## src/rtl/usr_cmd_sequencer_if.sv

```systemverilog
// Command and shift-register control bundle for usr_cmd_sequencer.
// Handshake: a command transfers on a rising clk edge where cmd_valid && cmd_ready
// are both high. cmd_ready depends only on the sequencer state, never on cmd_valid.
// A sender holds cmd_valid and the fields stable until that edge.
interface usr_cmd_sequencer_if #(
    parameter int WIDTH = 4,
    parameter int CNT_W = 3
);
    logic             cmd_valid;
    logic             cmd_ready;
    logic [1:0]       cmd_op;
    logic [WIDTH-1:0] cmd_data;
    logic [CNT_W-1:0] cmd_len;
    logic [1:0]       s;
    logic [WIDTH-1:0] din;
    logic             sin;
    logic             busy;
    logic             done;
    logic [1:0]       dbg_state;

    // Command source side; it also observes the register controls.
    modport master (
        output cmd_valid, cmd_op, cmd_data, cmd_len,
        input  cmd_ready, s, din, sin, busy, done, dbg_state
    );

    // Sequencer side.
    modport slave (
        input  cmd_valid, cmd_op, cmd_data, cmd_len,
        output cmd_ready, s, din, sin, busy, done, dbg_state
    );
endinterface

```

## src/rtl/usr_cmd_sequencer.sv

```systemverilog
// Command front-end for a universal shift register. It accepts one command at a time
// and drives registered s/din/sin controls for the required number of cycles.
// After the last control cycle it raises done for one cycle.
module usr_cmd_sequencer #(
    parameter int WIDTH = 4,
    parameter int CNT_W = 3
) (
    input logic                  clk,
    input logic                  rst,
    usr_cmd_sequencer_if.slave   bus
);
    localparam logic [1:0] OP_NOP = 2'b00;
    localparam logic [1:0] OP_SHR = 2'b01;
    localparam logic [1:0] OP_SHL = 2'b10;
    localparam logic [1:0] OP_LD  = 2'b11;

    typedef enum logic [1:0] {IDLE = 2'd0, LOAD = 2'd1, SHIFT = 2'd2, DONE = 2'd3} state_t;

    state_t           state_q, state_n;
    logic [CNT_W-1:0] cnt_q, cnt_n;
    logic [WIDTH-1:0] bits_q, bits_n;
    logic [1:0]       s_q, s_n;
    logic [WIDTH-1:0] din_q, din_n;
    logic             sin_q, sin_n;
    logic             busy_q, busy_n;
    logic             done_q, done_n;

    logic             xfer;

    assign bus.cmd_ready = (state_q == IDLE);
    assign xfer          = bus.cmd_valid && (state_q == IDLE);

    assign bus.s         = s_q;
    assign bus.din       = din_q;
    assign bus.sin       = sin_q;
    assign bus.busy      = busy_q;
    assign bus.done      = done_q;
    assign bus.dbg_state = state_q;

    // State and output registers; every output comes straight from a flop.
    always_ff @(posedge clk or posedge rst) begin
        if (rst) begin
            state_q <= IDLE;
            cnt_q   <= '0;
            bits_q  <= '0;
            s_q     <= OP_NOP;
            din_q   <= '0;
            sin_q   <= 1'b0;
            busy_q  <= 1'b0;
            done_q  <= 1'b0;
        end else begin
            state_q <= state_n;
            cnt_q   <= cnt_n;
            bits_q  <= bits_n;
            s_q     <= s_n;
            din_q   <= din_n;
            sin_q   <= sin_n;
            busy_q  <= busy_n;
            done_q  <= done_n;
        end
    end

    // Next-state and next-output decode; busy/done follow the next state so they are registered.
    always_comb begin
        state_n = state_q;
        cnt_n   = cnt_q;
        bits_n  = bits_q;
        s_n     = s_q;
        din_n   = din_q;
        sin_n   = sin_q;

        case (state_q)
            IDLE: begin
                s_n   = OP_NOP;
                sin_n = 1'b0;
                if (xfer) begin
                    if (bus.cmd_op == OP_LD) begin
                        state_n = LOAD;
                        din_n   = bus.cmd_data;
                        s_n     = OP_LD;
                    end else if ((bus.cmd_op == OP_SHR || bus.cmd_op == OP_SHL) &&
                                 (bus.cmd_len != '0)) begin
                        state_n = SHIFT;
                        s_n     = bus.cmd_op;
                        sin_n   = bus.cmd_data[0];
                        bits_n  = bus.cmd_data >> 1;
                        cnt_n   = bus.cmd_len;
                    end else begin
                        // No-op and zero-length shifts only produce the done pulse.
                        state_n = DONE;
                    end
                end
            end
            LOAD: begin
                state_n = DONE;
                s_n     = OP_NOP;
            end
            SHIFT: begin
                // cnt holds the shift cycles left including the current one.
                if (cnt_q == CNT_W'(1)) begin
                    state_n = DONE;
                    s_n     = OP_NOP;
                    sin_n   = 1'b0;
                    cnt_n   = '0;
                    bits_n  = '0;
                end else begin
                    cnt_n  = cnt_q - CNT_W'(1);
                    sin_n  = bits_q[0];
                    bits_n = bits_q >> 1;
                end
            end
            DONE: begin
                state_n = IDLE;
                s_n     = OP_NOP;
            end
            default: begin
                state_n = IDLE;
                s_n     = OP_NOP;
                sin_n   = 1'b0;
            end
        endcase

        busy_n = (state_n != IDLE);
        done_n = (state_n == DONE);
    end
endmodule

```

## src/flat_wrapper.sv

```systemverilog
// flat-port wrapper written by rule: the top's interface ports become plain ports
module usr_cmd_sequencer_flat 
#(
    parameter int WIDTH = 4,
    parameter int CNT_W = 3
)
  (clk, rst, bus_cmd_valid, bus_cmd_op, bus_cmd_data, bus_cmd_len, bus_cmd_ready, bus_s, bus_din, bus_sin, bus_busy, bus_done, bus_dbg_state);
  usr_cmd_sequencer_if #(.WIDTH(WIDTH), .CNT_W(CNT_W)) bus_i ();
  input logic clk;
  input logic rst;
  input wire logic [$bits(bus_i.cmd_valid)-1:0] bus_cmd_valid;
  input wire logic [$bits(bus_i.cmd_op)-1:0] bus_cmd_op;
  input wire logic [$bits(bus_i.cmd_data)-1:0] bus_cmd_data;
  input wire logic [$bits(bus_i.cmd_len)-1:0] bus_cmd_len;
  output wire logic [$bits(bus_i.cmd_ready)-1:0] bus_cmd_ready;
  output wire logic [$bits(bus_i.s)-1:0] bus_s;
  output wire logic [$bits(bus_i.din)-1:0] bus_din;
  output wire logic [$bits(bus_i.sin)-1:0] bus_sin;
  output wire logic [$bits(bus_i.busy)-1:0] bus_busy;
  output wire logic [$bits(bus_i.done)-1:0] bus_done;
  output wire logic [$bits(bus_i.dbg_state)-1:0] bus_dbg_state;
  assign bus_i.cmd_valid = bus_cmd_valid;
  assign bus_i.cmd_op = bus_cmd_op;
  assign bus_i.cmd_data = bus_cmd_data;
  assign bus_i.cmd_len = bus_cmd_len;
  assign bus_cmd_ready = bus_i.cmd_ready;
  assign bus_s = bus_i.s;
  assign bus_din = bus_i.din;
  assign bus_sin = bus_i.sin;
  assign bus_busy = bus_i.busy;
  assign bus_done = bus_i.done;
  assign bus_dbg_state = bus_i.dbg_state;
  usr_cmd_sequencer #(.WIDTH(WIDTH), .CNT_W(CNT_W)) u_core (.clk(clk), .rst(rst), .bus(bus_i));
endmodule
```

## config.mk

```make
export PLATFORM = sky130hd
export DESIGN_NAME = usr_cmd_sequencer_flat
export DESIGN_NICKNAME = d
export VERILOG_FILES = /design/src/rtl/usr_cmd_sequencer_if.sv /design/src/rtl/usr_cmd_sequencer.sv /design/src/flat_wrapper.sv
export SDC_FILE = /design/constraint.sdc
export NUM_CORES = 1
export LEC_CHECK = 0
export CAP_MARGIN = 0
export CORE_MARGIN = 8
export CORE_UTILIZATION = 30
export CTS_CLUSTER_DIAMETER = 40
export DETAILED_ROUTE_END_ITERATION = 12
export DONT_BUFFER_PORTS = 1
export PLACE_DENSITY = 0.47
export SYNTH_ARGS = -nofsm -noshare
export SYNTH_HDL_FRONTEND = slang
export SYNTH_SLANG_ARGS = --single-unit
```

## constraint.sdc

```tcl
create_clock -name clk -period 2.2 [get_ports clk]
set_clock_uncertainty 0.15 [all_clocks]
set_input_delay 0.22 -clock clk [delete_from_list [all_inputs] [get_ports clk]]
set_output_delay 0.22 -clock clk [all_outputs]
set_load 0.005 [all_outputs]
```

==> run_results.csv <==
group,metric,value,unit
clock_network,h-tree-depth,1,
logic_synthesis,synth_seq_cells,17,
sta,rsz0062_at_grt,"false",
cells_and_area,drive_gt1_share,11.3,%
logic_synthesis,synth.avg_cell_area,9.96,sq um
logic_synthesis,syn_inst,94,
power,p_total,1390,uW
sta,min_period_over_period,88.6,%
floorplan,die_area,0.00516,sq mm
clock_network,clkTransAtPathRegs,100,ps
clock_network,cts_buffers,3,
logic_synthesis,yosysSeqAreaShare,45.5,%
global_route,grt_max_degree,18,
sta,fmax,0.513,GHz
floorplan,die_x,71.9,microns
routing,drt_iter0_markers,38,
global_route,globalRouteTotalUtil,8.79,%
clock_network,cts_tree,"done",
routing,drcViolationCount,0,
logic_synthesis,syn_nets,112,
sta,hold_viol_final,0,
clock_network,clockBufferDepth,2,
place,hpwl,1.62,mm
cells_and_area,syn_to_final_growth,16.2,%
logic_synthesis,synthArstFlopShare,100,%
place,gp_congestion,0.734,
sta,setup_tns,0,ps
setup_path,path_class,"reg -> reg",
power,power.density,1280,mW/mm^2
floorplan,core_area,0.00300,sq mm
global_route,overflow,0,
global_route,grt_pass1_wl,3.59,mm
floorplan,io_pins,24,
place,pre_cts_ws,240,ps
logic_synthesis,synth_flop_cell,"dfrtp_1",
cells_and_area,mostFrequentLayoutCells,"dfrtp_1, nor2_1, inv_1, dlygate4sd3_1",
worst_hold_path,hold_path.class,"in -> reg",
floorplan,initial_core_util,31.2,%
sta,max_slew_margin,57.0,%
setup_path,cp-start-kind,"register",
setup_path,crit_path_end_kind,"register",
power,p_leak,0.000500,uW
global_route,grt_pass1_vias,738,
routing,drt_wl_total,2.11,mm
global_route,grt_antenna_before_repair,0,
cells_and_area,final_common_cell,"dfrtp_1",
sta,setup_viol,0,
place,placement.io_buffers,0,
logic_synthesis,synth_edf_count,0,
routing,routed_via_density,5.24,
run_status,status,"finished clean",
clock_network,clkSinkCount,17,
cells_and_area,post-route-util,36.2,%
place,dp_cells,127,
clock_network,clock-root-buffer,"clkbuf_4",
logic_synthesis,synth_area,936,sq um
setup_path,required,2260,ps
routing,wire_per_inst,15.2,microns
routing,first_pass_iters,4,
setup_path,worstPathMaxFanout,16,
sta,worst_slew_pin_slew,644,ps
sta,drv_slew,0,
cells_and_area,diodes,0,
routing,ant_nets,0,
setup_path,cp.arrival,2010,ps
cells_and_area,nets,125,
floorplan,die_h,71.9,microns
clock_network,clkLatencyLatePin,290,ps
floorplan,num_rows,20,
run,maxCapViolCount,0,
logic_synthesis,synth_cell_types,36,
logic_synthesis,ys_warn_count,0,
routing,vias,728,
sta,layout_min_cycle_time,1950,ps
sta,final.setup.worst_slack,251,ps
cells_and_area,instances_no_fill,139,
power,irDropWorstVdd,0.751,mV
cell families after synthesis:
logic type	synth area share (%)
DFF	45.5
buffers and inverters	5.21
adders and majority gates	8.02
and+or+nand+nor	18.6
AOI/OAI and AO/OA	19.3
muxes	3.48
Yosys cell counts, types with 2 or more instances:
cell type	n	area share, %
inv_1	10	4.0
o21ai_1	2	1.1
nand2b_1	2	1.3
nor2_1	10	4.0
nand2_1	6	2.4
a21oi_1	6	3.2
dfrtp_1	17	45
o21ai_0	3	1.6
a31oi_1	4	2.7
nand3_1	3	1.6
ha_1	6	8.0
sequential cells by signal (all words and copies together) (netlist names):
| register | count |
|---|---|
| u_core.bus.dbg_state | 2 |
| u_core.cnt_q | 3 |
| u_core.bus.busy | 1 |
| u_core.bus.sin | 1 |
| u_core.bus.din | 4 |
| u_core.bus.done | 1 |
| u_core.bus.s | 2 |
| u_core.bits_q | 3 |
final timing paths:
kind                       slack, ps               startpoint  depth (start not counted)                 to
max reg2reg                      250  u_core.bus.dbg_state[0]                          6    u_core.cnt_q[2]
max in group asynchronous       1190                      rst                          2  u_core.bus.din[3]
max                              250  u_core.bus.dbg_state[0]                          6    u_core.cnt_q[2]
min reg2reg                      380        u_core.bus.din[2]                          2  u_core.bus.din[2]
min in group asynchronous        300                      rst                          2   u_core.bits_q[0]
min                               40           bus_cmd_len[2]                          2    u_core.cnt_q[2]
power by group:
| part | internal, uW | total, uW | leakage (uW) | switching [uW] |
|---|---|---|---|---|
| logic | 296 | 667 | 0.000273 | 372 |
| clock network | 70.4 | 167 | 0.0000150 | 96.7 |
| registers | 453 | 557 | 0.000211 | 104 |
what timing repair did:
action | CTS | global route
setup buffers | 0 | 0
endpoints found under the setup margin | 0 | 0
hold endpoints to repair | 26 | 0
hold buffers | 8 | 0
resized for setup | 0 | 0
cell type report:
cell class / instances / area (sq um)
Clock buffer: 4 / 26.3
Fill cell: 316 / 1920
Inverter: 10 / 37.5
Multi-Input combinational cell: 65 / 462
Sequential cell: 17 / 425
Tap cell: 33 / 41.3
Timing Repair Buffer: 10 / 95.1
through the flow:
stage | area [sq um] | hold slack, ps
after floorplan | 936 | -3.93
after detailed placement | 981 | 96.4
after global routing | 1090 | 42.3
final | 1090 | 43.3
after global placement | 981 | 97.3
after CTS | 1090 | 38.5
critical path, stage by stage, from the launching register on:
cell and delay, ps:
dfrtp_1 440, inv_1 100, ha_1 480, inv_1 110, o22ai_2 280, o32ai_1 130
a31oi_1 170
metal layers:
metal | wire length [microns] | track usage [%]
met5 | 0 | 0
met4 | 18 | 2.04
met3 | 266 | 5.58
met2 | 957 | 13.7
met1 | 872 | 9.84
Note: power is estimated with default switching activity, not from simulation.
